File: config.mk
export PLATFORM = sky130hd
export DESIGN_NAME = crc_frame_packer
export DESIGN_NICKNAME = d
export VERILOG_FILES = /design/src/rtl/crc_pkg.sv /design/src/rtl/crc_step_comb.sv /design/src/rtl/crc_frame_packer.sv
export SDC_FILE = /design/constraint.sdc
export NUM_CORES = 1
export LEC_CHECK = 0
export ABC_CLOCK_PERIOD_IN_PS = 2400
export CORE_MARGIN = 2
export CORE_UTILIZATION = 54
export DETAILED_ROUTE_END_ITERATION = 10
export GPL_TIMING_DRIVEN = 0
export PLACE_DENSITY = 0.77
export REMOVE_ABC_BUFFERS = 1
export SLEW_MARGIN = 20
export SYNTH_ARGS = -nofsm -noshare
export SYNTH_HDL_FRONTEND = slang
export SYNTH_SLANG_ARGS = --single-unit
export TNS_END_PERCENT = 1
File: constraint.sdc
create_clock -name clk -period 2.4 [get_ports clk]
set_clock_uncertainty 0.15 [all_clocks]
set_input_delay 0.48 -clock clk [delete_from_list [all_inputs] [get_ports clk]]
set_output_delay 0.48 -clock clk [all_outputs]
set_load 0.005 [all_outputs]
File: src/rtl/crc_pkg.sv
// Shared types and constants for the CRC framing/verification datapath.
package crc_pkg;

    typedef enum logic [1:0] {
        S_IDLE,
        S_CALC,
        S_HOLD
    } state_e;

    localparam logic [4:0] DEFAULT_POLY = 5'b10011;
    localparam logic [3:0] DEFAULT_SEED = 4'h0;

    // Clock edges from accept to frame-valid for a given datapath width and bits per cycle.
    function automatic int unsigned calc_latency(input int unsigned data_width,
                                                 input int unsigned ops_per_cycle);
        return (data_width + ops_per_cycle - 1) / ops_per_cycle;
    endfunction

endpackage

File: src/rtl/crc_step_comb.sv
// Combinational CRC advance: up to XOR_OPS_PER_CYCLE MSB-first bit-steps, stopping at counter 0.
// Shared between the frame packer and the downstream verifier.
module crc_step_comb #(
    parameter int unsigned          DATA_WIDTH        = 12,
    parameter int unsigned          CRC_WIDTH         = 4,
    parameter logic [CRC_WIDTH:0]   POLY              = 5'b10011,
    parameter int unsigned          XOR_OPS_PER_CYCLE = 1,
    parameter int unsigned          CNT_W             = $clog2(DATA_WIDTH + 1)
) (
    input  logic [DATA_WIDTH-1:0] shreg,
    input  logic [CRC_WIDTH-1:0]  crc,
    input  logic [CNT_W-1:0]      counter,
    output logic [DATA_WIDTH-1:0] shreg_next,
    output logic [CRC_WIDTH-1:0]  crc_next,
    output logic [CNT_W-1:0]      counter_next
);

    localparam logic [CRC_WIDTH-1:0] POLY_LO = POLY[CRC_WIDTH-1:0];

    logic [DATA_WIDTH-1:0] sh_v;
    logic [CRC_WIDTH-1:0]  crc_v;
    logic [CNT_W-1:0]      cnt_v;
    logic                  fb;

    always_comb begin
        sh_v  = shreg;
        crc_v = crc;
        cnt_v = counter;
        fb    = 1'b0;
        for (int unsigned i = 0; i < XOR_OPS_PER_CYCLE; i++) begin
            // Counter gating yields min(ops, counter) steps and prevents underflow.
            if (cnt_v != '0) begin
                fb    = sh_v[DATA_WIDTH-1] ^ crc_v[CRC_WIDTH-1];
                crc_v = (crc_v << 1) ^ (fb ? POLY_LO : '0);
                sh_v  = sh_v << 1;
                cnt_v = cnt_v - 1'b1;
            end
        end
        shreg_next   = sh_v;
        crc_next     = crc_v;
        counter_next = cnt_v;
    end

endmodule

File: src/rtl/crc_frame_packer.sv
// Accepts one payload word, computes its CRC serially and presents {payload, crc} downstream.
// Optional error injection on frame bit 0 is enabled by defining CRC_FRAME_PACKER_ERR_INJ_EN.
module crc_frame_packer
    import crc_pkg::*;
#(
    parameter int unsigned          DATA_WIDTH        = 12,
    parameter int unsigned          CRC_WIDTH         = 4,
    parameter logic [CRC_WIDTH:0]   POLY              = DEFAULT_POLY,
    parameter logic [CRC_WIDTH-1:0] SEED              = '0,
    parameter int unsigned          XOR_OPS_PER_CYCLE = 1
) (
    input  logic                            clk,
    input  logic                            rst_n,
    input  logic                            in_valid,
    output logic                            in_ready,
    input  logic [DATA_WIDTH-1:0]           in_data,
    output logic                            out_valid,
    input  logic                            out_ready,
    output logic [DATA_WIDTH+CRC_WIDTH-1:0] out_frame,
`ifdef CRC_FRAME_PACKER_ERR_INJ_EN
    input  logic                            err_inj,
    output logic [15:0]                     inj_count,
`endif
    output logic                            busy
);

    localparam int unsigned FRAME_W = DATA_WIDTH + CRC_WIDTH;
    localparam int unsigned CNT_W   = $clog2(DATA_WIDTH + 1);
    localparam logic [CNT_W-1:0] CNT_LOAD = CNT_W'(DATA_WIDTH);

    if (XOR_OPS_PER_CYCLE < 1 || XOR_OPS_PER_CYCLE > DATA_WIDTH) begin : g_bad_ops
        $error("crc_frame_packer: XOR_OPS_PER_CYCLE must be within 1..DATA_WIDTH");
    end

    state_e                state_q, state_d;
    logic [DATA_WIDTH-1:0] shreg_q, shreg_d;
    logic [DATA_WIDTH-1:0] payload_q, payload_d;
    logic [CRC_WIDTH-1:0]  crc_q, crc_d;
    logic [CNT_W-1:0]      cnt_q, cnt_d;
    logic                  out_valid_q, out_valid_d;
    logic [FRAME_W-1:0]    out_frame_q, out_frame_d;

    logic [DATA_WIDTH-1:0] shreg_step;
    logic [CRC_WIDTH-1:0]  crc_step;
    logic [CNT_W-1:0]      cnt_step;
    logic [FRAME_W-1:0]    inj_mask;

`ifdef CRC_FRAME_PACKER_ERR_INJ_EN
    logic        inj_pend_q, inj_pend_d;
    logic [15:0] inj_count_q, inj_count_d;

    assign inj_mask  = FRAME_W'(inj_pend_q);
    assign inj_count = inj_count_q;
`else
    assign inj_mask  = '0;
`endif

    crc_step_comb #(
        .DATA_WIDTH        (DATA_WIDTH),
        .CRC_WIDTH         (CRC_WIDTH),
        .POLY              (POLY),
        .XOR_OPS_PER_CYCLE (XOR_OPS_PER_CYCLE),
        .CNT_W             (CNT_W)
    ) u_step (
        .shreg        (shreg_q),
        .crc          (crc_q),
        .counter      (cnt_q),
        .shreg_next   (shreg_step),
        .crc_next     (crc_step),
        .counter_next (cnt_step)
    );

    always_comb begin
        state_d     = state_q;
        shreg_d     = shreg_q;
        payload_d   = payload_q;
        crc_d       = crc_q;
        cnt_d       = cnt_q;
        out_valid_d = out_valid_q;
        out_frame_d = out_frame_q;
`ifdef CRC_FRAME_PACKER_ERR_INJ_EN
        inj_pend_d  = inj_pend_q;
        inj_count_d = inj_count_q;
`endif
        unique case (state_q)
            S_IDLE: begin
                if (in_valid) begin
                    shreg_d   = in_data;
                    payload_d = in_data;
                    crc_d     = SEED;
                    cnt_d     = CNT_LOAD;
                    state_d   = S_CALC;
`ifdef CRC_FRAME_PACKER_ERR_INJ_EN
                    inj_pend_d = err_inj;
`endif
                end
            end
            S_CALC: begin
                shreg_d = shreg_step;
                crc_d   = crc_step;
                cnt_d   = cnt_step;
                // Frame loads on the same edge the last bit-step completes.
                if (cnt_step == '0) begin
                    state_d     = S_HOLD;
                    out_valid_d = 1'b1;
                    out_frame_d = {payload_q, crc_step} ^ inj_mask;
`ifdef CRC_FRAME_PACKER_ERR_INJ_EN
                    if (inj_pend_q) begin
                        inj_count_d = inj_count_q + 16'd1;
                    end
`endif
                end
            end
            S_HOLD: begin
                if (out_ready) begin
                    out_valid_d = 1'b0;
                    state_d     = S_IDLE;
                end
            end
            default: begin
                state_d     = S_IDLE;
                out_valid_d = 1'b0;
            end
        endcase
    end

    always_ff @(posedge clk or negedge rst_n) begin
        if (!rst_n) begin
            state_q     <= S_IDLE;
            shreg_q     <= '0;
            payload_q   <= '0;
            crc_q       <= SEED;
            cnt_q       <= '0;
            out_valid_q <= 1'b0;
            out_frame_q <= '0;
        end else begin
            state_q     <= state_d;
            shreg_q     <= shreg_d;
            payload_q   <= payload_d;
            crc_q       <= crc_d;
            cnt_q       <= cnt_d;
            out_valid_q <= out_valid_d;
            out_frame_q <= out_frame_d;
        end
    end

`ifdef CRC_FRAME_PACKER_ERR_INJ_EN
    always_ff @(posedge clk or negedge rst_n) begin
        if (!rst_n) begin
            inj_pend_q  <= 1'b0;
            inj_count_q <= '0;
        end else begin
            inj_pend_q  <= inj_pend_d;
            inj_count_q <= inj_count_d;
        end
    end
`endif

    assign in_ready  = (state_q == S_IDLE);
    assign busy      = (state_q == S_CALC) || (state_q == S_HOLD);
    assign out_valid = out_valid_q;
    assign out_frame = out_frame_q;

endmodule

==> summary.txt, run 1 <==
Power
  – Reported leakage power: 1.31 nW
  – Clock network power share: 15.5%
  – Sequential fraction of design power: 42.4%
  – Max IR drop VDD: 0.669 mV
  – Power per unit of standard cell area: 1160 nW/um^2
  – Sw Ratio: 35.3%
  – Switching power: 0.00119 W
  – Combinational share of power: 42.1%
  – Total power: 0.00338 W
  – Pint: 0.00218 W

STA
  – Final Hold Viols: 0
  – Final worst path period need: 2.30 ns
  – Ratio of final minimum period to clock period: 95.9%
  – Max frequency: 435 MHz
  – Final setup violation count: 0
  – Setup repair after global routing missed its margin: no
  – Least-Margin Pin Slew: 0.630 ns
  – Slew Limit Headroom: 58.0%
  – Aggregate negative setup slack: 0 ns
  – Number of slew-limit violations in the final report: 0

Yosys
  – Mean instance size in the synthesized netlist: 11.8 sq um
  – Number of flip-flops and latches in the synthesized netlist: 51
  – Share of synthesized area occupied by flip-flops and latches: 52.3%
  – Synth cell types: 44
  – Number of synthesized flops with an enable pin: 0
  – Leading register cell type out of synthesis: dfrtp_1
  – Fraction of registers with async set or reset after synthesis: 100%
  – Number of warning messages in the yosys log: 0
  – Post-synth design cell area: 2440 sq um
  – Number of instances in the synthesized netlist: 207

Die
  – Core Region: 4350 sq um
  – IO Pins: 35
  – Die boundary height: 71.3 um
  – Starting density of the core: 56.1%
  – Horiz. Die Dim: 71.3 um
  – Number of standard-cell rows in the floorplan: 24
  – Die area: 5080 sq um

Drt
  – Final wirelength: 4.38 mm
  – Number of violations reported at the end of detailed-routing iteration 0: 143
  – Iteration count of the initial detailed-routing pass: 4
  – Routed WL per cell: 15.2 um
  – DRC: 0
  – Post-detailed-route via-to-cell ratio: 5.72
  – Number of nets with antenna violations after routing: 0
  – Number of vias in the routed layout: 1646

Setup path
  – FF-to-FF End: out_frame[2]$_DFFE_PN0P_
  – R2R Path Start: cnt_q[0]$_DFFE_PN0P_
  – Critical path launch point type: flip-flop
  – Worst setup path class: reg -> out
  – Maximum fanout count along the critical path: 9
  – Arrival time of data at the critical path endpoint: 1.67 ns
  – Worst setup EP type: output port
  – Data required time at the worst endpoint: 1.77 ns
  – Minimum setup slack among reg-to-reg paths: 0.14 ns
  – R2R cell count: 6
  – Critical Path Start: state_q[0]$_DFFE_PN0P_
  – Endpoint of the most critical setup path: in_ready

Final layout
  – Antenna diode count: 0
  – Ratio of cells with drive above 1 in the final layout: 19.1%
  – Post-Route Utilization: 66.9%
  – Synth-to-Final Area Change: 19.2%
  – Number of inserted filler cells in the final layout: 343
  – Post-route standard cell area excluding fillers: 2910 sq um
  – Net total in the final layout: 255

Place
  – Cell area reported after detailed placement: 2780 sq um
  – Input/output buffers: 34
  – Gp weighted congestion: 0.859
  – Total half-perimeter wirelength after legalization and detailed placement: 2.90 mm

Global route
  – Number of antenna violations at the first check in global routing: 0
  – Pin count of the biggest net entering global routing: 52
  – Overflow left after global routing: 0
  – Global-route wire length before repair: 7.67 mm
  – Number of global-route vias before repair: 1582
  – Gr usage total: 19.2%

Clock tree
  – CTS tree: built
  – # clock sinks: 51
  – Number of levels the H-tree was split into: 2
  – Latest clock arrival within the worst-skew pair: 0.32 ns
  – Hold bufs inserted after CTS: 0
  – Post-CTS Setup Inserts: 0
  – Register clock-pin slew on the reported worst setup and hold paths: 0.11 ns
  – Buffers from clock root to sink, at most: 2
  – Number of buffers created by CTS: 5
  – Buffer cell driving the clock tree root: clkbuf_8

Status
  – Run status: complete, no violations

Worst hold path
  – Kind of path behind the tightest hold check: in -> async

Job
  – Max_cap viols: 0
-- through the flow --
| step | std cells | worst slack [ns] | hold slack [ns] |
|---|---|---|---|
| global placement | 280 | -1.01 | 0.312 |
| global route | 288 | 0.00924 | 0.0655 |
| finish | 288 | 0.0992 | 0.0308 |
| CTS | 288 | 0.0184 | 0.0419 |
| detailed placement | 280 | -0.183 | 0.326 |
| floorplan | 194 | -0.443 | 0.0344 |
-- cell families after synthesis --
group / count (synthesis) / synth area share (%)
buf+inv: 22 / 4.56
fa+ha+maj: 4 / 2.05
mux: 41 / 19.6
simple gates: 44 / 9.73
flops: 51 / 52.3
compound gates: 42 / 10.7
xor+xnor: 3 / 1.08
-- power by group through the flow --
stage | combinational [W] | clock, W | sequential [W]
2_1_floorplan | 0.000958 | 0 | 0.00139
3_3_place_gp | 0.00134 | 0 | 0.00142
3_5_place_dp | 0.00137 | 0 | 0.00144
4_1_cts | 0.00140 | 0.000543 | 0.00142
5_1_grt | 0.00157 | 0.000581 | 0.00148
6_report | 0.00142 | 0.000525 | 0.00143
-- layout make-up --
| class | count | area [sq um] | share of cell area [%] |
|---|---|---|---|
| Multi-Input combinational cell | 134 | 1100 | 37.9 |
| Timing Repair Buffer | 34 | 338 | 11.6 |
| Clock buffer | 5 | 68.8 | 2.36 |
| Sequential cell | 51 | 1280 | 43.8 |
| Clock inverter | 3 | 27.5 | 0.945 |
| Inverter | 9 | 33.8 | 1.16 |
| Tap cell | 52 | 65.1 | 2.23 |
-- cell usage in the layout, fill, tap and decap left out, types with 2 or more instances in the layout --
cell             netlist  layout
dfrtp_1               51      51
clkdlybuf4s50_1        0      33
a21oi_1               21      20
mux2_2                19      19
nor2_1                15      15
mux2i_1               13      13
mux2_4                 9       9
nand2_1                9       9
inv_1                  8       8
clkbuf_8               0       5
o21ai_0                4       4
nand3_1                4       4
nor3_1                 3       3
xnor2_1                2       2
nor2b_1                2       2
nand2b_1               2       2
and3_1                 2       2
a31oi_1                2       2
o22ai_1                2       2
ha_1                   4       2
ha_4                   0       2
-- registers in the layout (all words and copies together), names as in the netlist --
name       flops
crc_q          4
out_frame     16
out_valid      1
cnt_q          4
state_q        2
shreg_q       12
payload_q     12
-- per-layer routing --
metal | up-vias | GRT usage (%) | share of wire [%] | wire [um]
li1 | 787 | - | - | -
met4 | 0 | 5.66 | 0.96 | 42
met3 | 6 | 4.78 | 5.3 | 231
met2 | 50 | 29.4 | 47 | 2050
met1 | 803 | 27.4 | 47 | 2050
met5 | - | 0 | 0 | 0
-- worst min path at each step --
| stage | end | slack (ns) | depth (start not counted) |
|---|---|---|---|
| after floorplan | cnt_q[0]$_DFFE_PN0P_ | 0.03 | 0 |
| final | payload_q[0]$_DFFE_PN0P_ | 0.03 | 1 |
| after global placement | payload_q[0]$_DFFE_PN0P_ | 0.31 | 2 |
| after CTS | out_valid$_DFFE_PN0P_ | 0.04 | 1 |
| after detailed placement | payload_q[0]$_DFFE_PN0P_ | 0.33 | 2 |
| after global routing | out_frame[2]$_DFFE_PN0P_ | 0.07 | 1 |
-- Yosys cell counts, types with 3 or more instances --
cell type	n	area [sq um]
mux2_2	19	214
nand2_1	9	33.8
nor3_1	3	15.0
a21oi_1	21	105
buf_2	5	25.0
dfrtp_1	51	1280
mux2i_1	13	130
ha_1	4	50.1
o21ai_0	4	20.0
nand3_1	4	20.0
nor2_1	15	56.3
inv_1	8	30.0
clkbuf_1	4	15.0
mux2_4	9	135
buf_6	3	33.8
-- worst max-delay path, stage by stage, from the launching register on --
cell and delay [ns]:
dfrtp_1 0.45, inv_1 0.17, ha_4 0.22, clkdlybuf4s50_1 0.51
-- timing repair --
action                                  4_1_cts  5_1_grt
hold endpoints to repair                      0        0
cloned                                        0        0
pin swaps                                     0        0
resized for setup                             2        3
endpoints found under the setup margin       13       19
(Power assumes the default switching activity.)
==> inputs of run 2 (changes only) <==
Settings changed: CORE_MARGIN 2 to default.
==> summary.txt, run 2 (same netlist as run 1, synthesis figures left out) <==
Clock tree
  – Buffer cell driving the clock tree root: clkbuf_8
  – Hold bufs inserted after CTS: 0
  – Number of levels the H-tree was split into: 2
  – Register clock-pin slew on the reported worst setup and hold paths: 0.09 ns
  – Post-CTS Setup Inserts: 0
  – Buffers from clock root to sink, at most: 2
  – Latest clock arrival within the worst-skew pair: 0.31 ns
  – Number of buffers created by CTS: 5
  – CTS tree: built
  – # clock sinks: 51

Status
  – Run status: complete, no violations

Power
  – Max IR drop VDD: 0.560 mV
  – Switching power: 0.00117 W
  – Sw Ratio: 33.9%
  – Pint: 0.00227 W
  – Reported leakage power: 1.31 nW
  – Sequential fraction of design power: 41.6%
  – Clock network power share: 16.9%
  – Power per unit of standard cell area: 1180 nW/um^2
  – Combinational share of power: 41.5%

Drt
  – Number of nets with antenna violations after routing: 0
  – Number of vias in the routed layout: 1635
  – Routed WL per cell: 15.4 um
  – DRC: 0
  – Iteration count of the initial detailed-routing pass: 4
  – Post-detailed-route via-to-cell ratio: 5.70
  – Number of violations reported at the end of detailed-routing iteration 0: 135
  – Final wirelength: 4.41 mm

Final layout
  – Post-route standard cell area excluding fillers: 2920 sq um
  – Net total in the final layout: 255
  – Commonest non-fill, non-tap cell in the layout: dfrtp_1
  – Antenna diode count: 0
  – Highest-count cells in the layout ignoring fill and taps: dfrtp_1, clkdlybuf4s50_1, a21oi_1, mux2_2, nor2_1
  – Synth-to-Final Area Change: 19.6%
  – Ratio of cells with drive above 1 in the final layout: 18.7%
  – Flip-flop count of the largest register after layout: 16

Setup path
  – Arrival time of data at the critical path endpoint: 1.68 ns
  – Minimum setup slack among reg-to-reg paths: 0.14 ns
  – FF-to-FF End: out_frame[2]$_DFFE_PN0P_
  – Critical path launch point type: flip-flop
  – Data required time at the worst endpoint: 1.77 ns
  – Endpoint of the most critical setup path: in_ready
  – Worst setup path class: reg -> out
  – Maximum fanout count along the critical path: 9
  – R2R Path Start: cnt_q[0]$_DFFE_PN0P_
  – Worst setup EP type: output port
  – Critical Path Start: state_q[0]$_DFFE_PN0P_
  – R2R cell count: 6

Die
  – Starting density of the core: 56.1%
  – Die boundary height: 69.3 um
  – Core Region: 4350 sq um
  – Die area: 4800 sq um
  – IO Pins: 35
  – Number of standard-cell rows in the floorplan: 24
  – Horiz. Die Dim: 69.3 um

Place
  – Pre-CTS WS: -0.216 ns
  – Gp weighted congestion: 0.801
  – Cell area reported after detailed placement: 2780 sq um
  – Total half-perimeter wirelength after legalization and detailed placement: 2.90 mm
  – Input/output buffers: 34

STA
  – Ratio of final minimum period to clock period: 96.3%
  – Slew Limit Headroom: 56.4%
  – Number of slew-limit violations in the final report: 0
  – Setup repair after global routing missed its margin: no
  – Slack of the critical path: 0.0887 ns
  – Final worst path period need: 2.31 ns
  – Least-Margin Pin Slew: 0.652 ns
  – Max frequency: 433 MHz
  – Final setup violation count: 0
  – Final Hold Viols: 0

Job
  – Max_cap viols: 0

Global route
  – Overflow left after global routing: 0
  – Pin count of the biggest net entering global routing: 52
  – Gr usage total: 19.6%
  – Number of global-route vias before repair: 1543
  – Global-route wire length before repair: 7.46 mm
  – Number of antenna violations at the first check in global routing: 0

Worst hold path
  – Kind of path behind the tightest hold check: in -> async
==> run 2: worst max-delay path, cell delays in order (launching register included) <==
cell	delay (ns)
dfrtp_1	0.45
inv_1	0.18
ha_4	0.23
clkdlybuf4s50_1	0.51
==> run 2: metrics by stage <==
step | TNS, ns | utilization, % | hold WS [ns] | total power (W) | instances
finish | 0 | 67.1 | 0.0316 | 0.00344 | 287
global route | 0 | 67.1 | 0.0883 | 0.00367 | 287
CTS | 0 | 66.7 | 0.0602 | 0.00345 | 287
detailed placement | -0.926 | 63.8 | 0.326 | 0.00282 | 280
global placement | -56.44 | 63.6 | 0.312 | 0.00276 | 280
floorplan | -4.32 | - | 0.0344 | 0.00235 | 194
==> run 2: repair_timing <==
action / 4_1_cts / 5_1_grt
endpoints found under the setup margin: 13 / 14
gates resized for setup: 3 / 2
pin swaps: 0 / 0
gates cloned: 0 / 0
endpoints found under the hold margin: 0 / 0
==> run 2: final cells by class <==
cell class	count	area, sq um
clock buffer	5	68.8
fill	327	1430
sequential	51	1280
clock inverter	2	37.5
multi-input combinational	134	1100
inverter	9	33.8
timing repair buffer	34	338
tap	52	65.1
==> run 2: metal layers <==
| layer | up-vias | GRT usage (%) | share of wire (%) |
|---|---|---|---|
| met4 | 0 | 9.07 | 2.1 |
| li1 | 787 | - | - |
| met1 | 798 | 27.8 | 48 |
| met5 | - | 0 | 0 |
| met3 | 10 | 3.92 | 3.9 |
| met2 | 40 | 29.1 | 46 |
==> run 2: power groups by stage <==
stage	combinational [W]	sequential (W)	clock (W)
final	0.00143	0.00143	0.000581
after global routing	0.00157	0.00148	0.000626
after CTS	0.00142	0.00143	0.000604
after detailed placement	0.00138	0.00144	0
after global placement	0.00134	0.00142	0
after floorplan	0.000958	0.00139	0
==> run 2: how the worst min path moves through the flow <==
stage | depth (start not counted) | slack [ns] | startpoint | to
global placement | 2 | 0.31 | payload_q[0]$_DFFE_PN0P_ | payload_q[0]$_DFFE_PN0P_
floorplan | 0 | 0.03 | rst_n | cnt_q[0]$_DFFE_PN0P_
global route | 1 | 0.09 | rst_n | cnt_q[2]$_DFFE_PN0P_
finish | 1 | 0.03 | rst_n | cnt_q[2]$_DFFE_PN0P_
CTS | 1 | 0.06 | rst_n | cnt_q[2]$_DFFE_PN0P_
detailed placement | 2 | 0.33 | payload_q[0]$_DFFE_PN0P_ | payload_q[0]$_DFFE_PN0P_
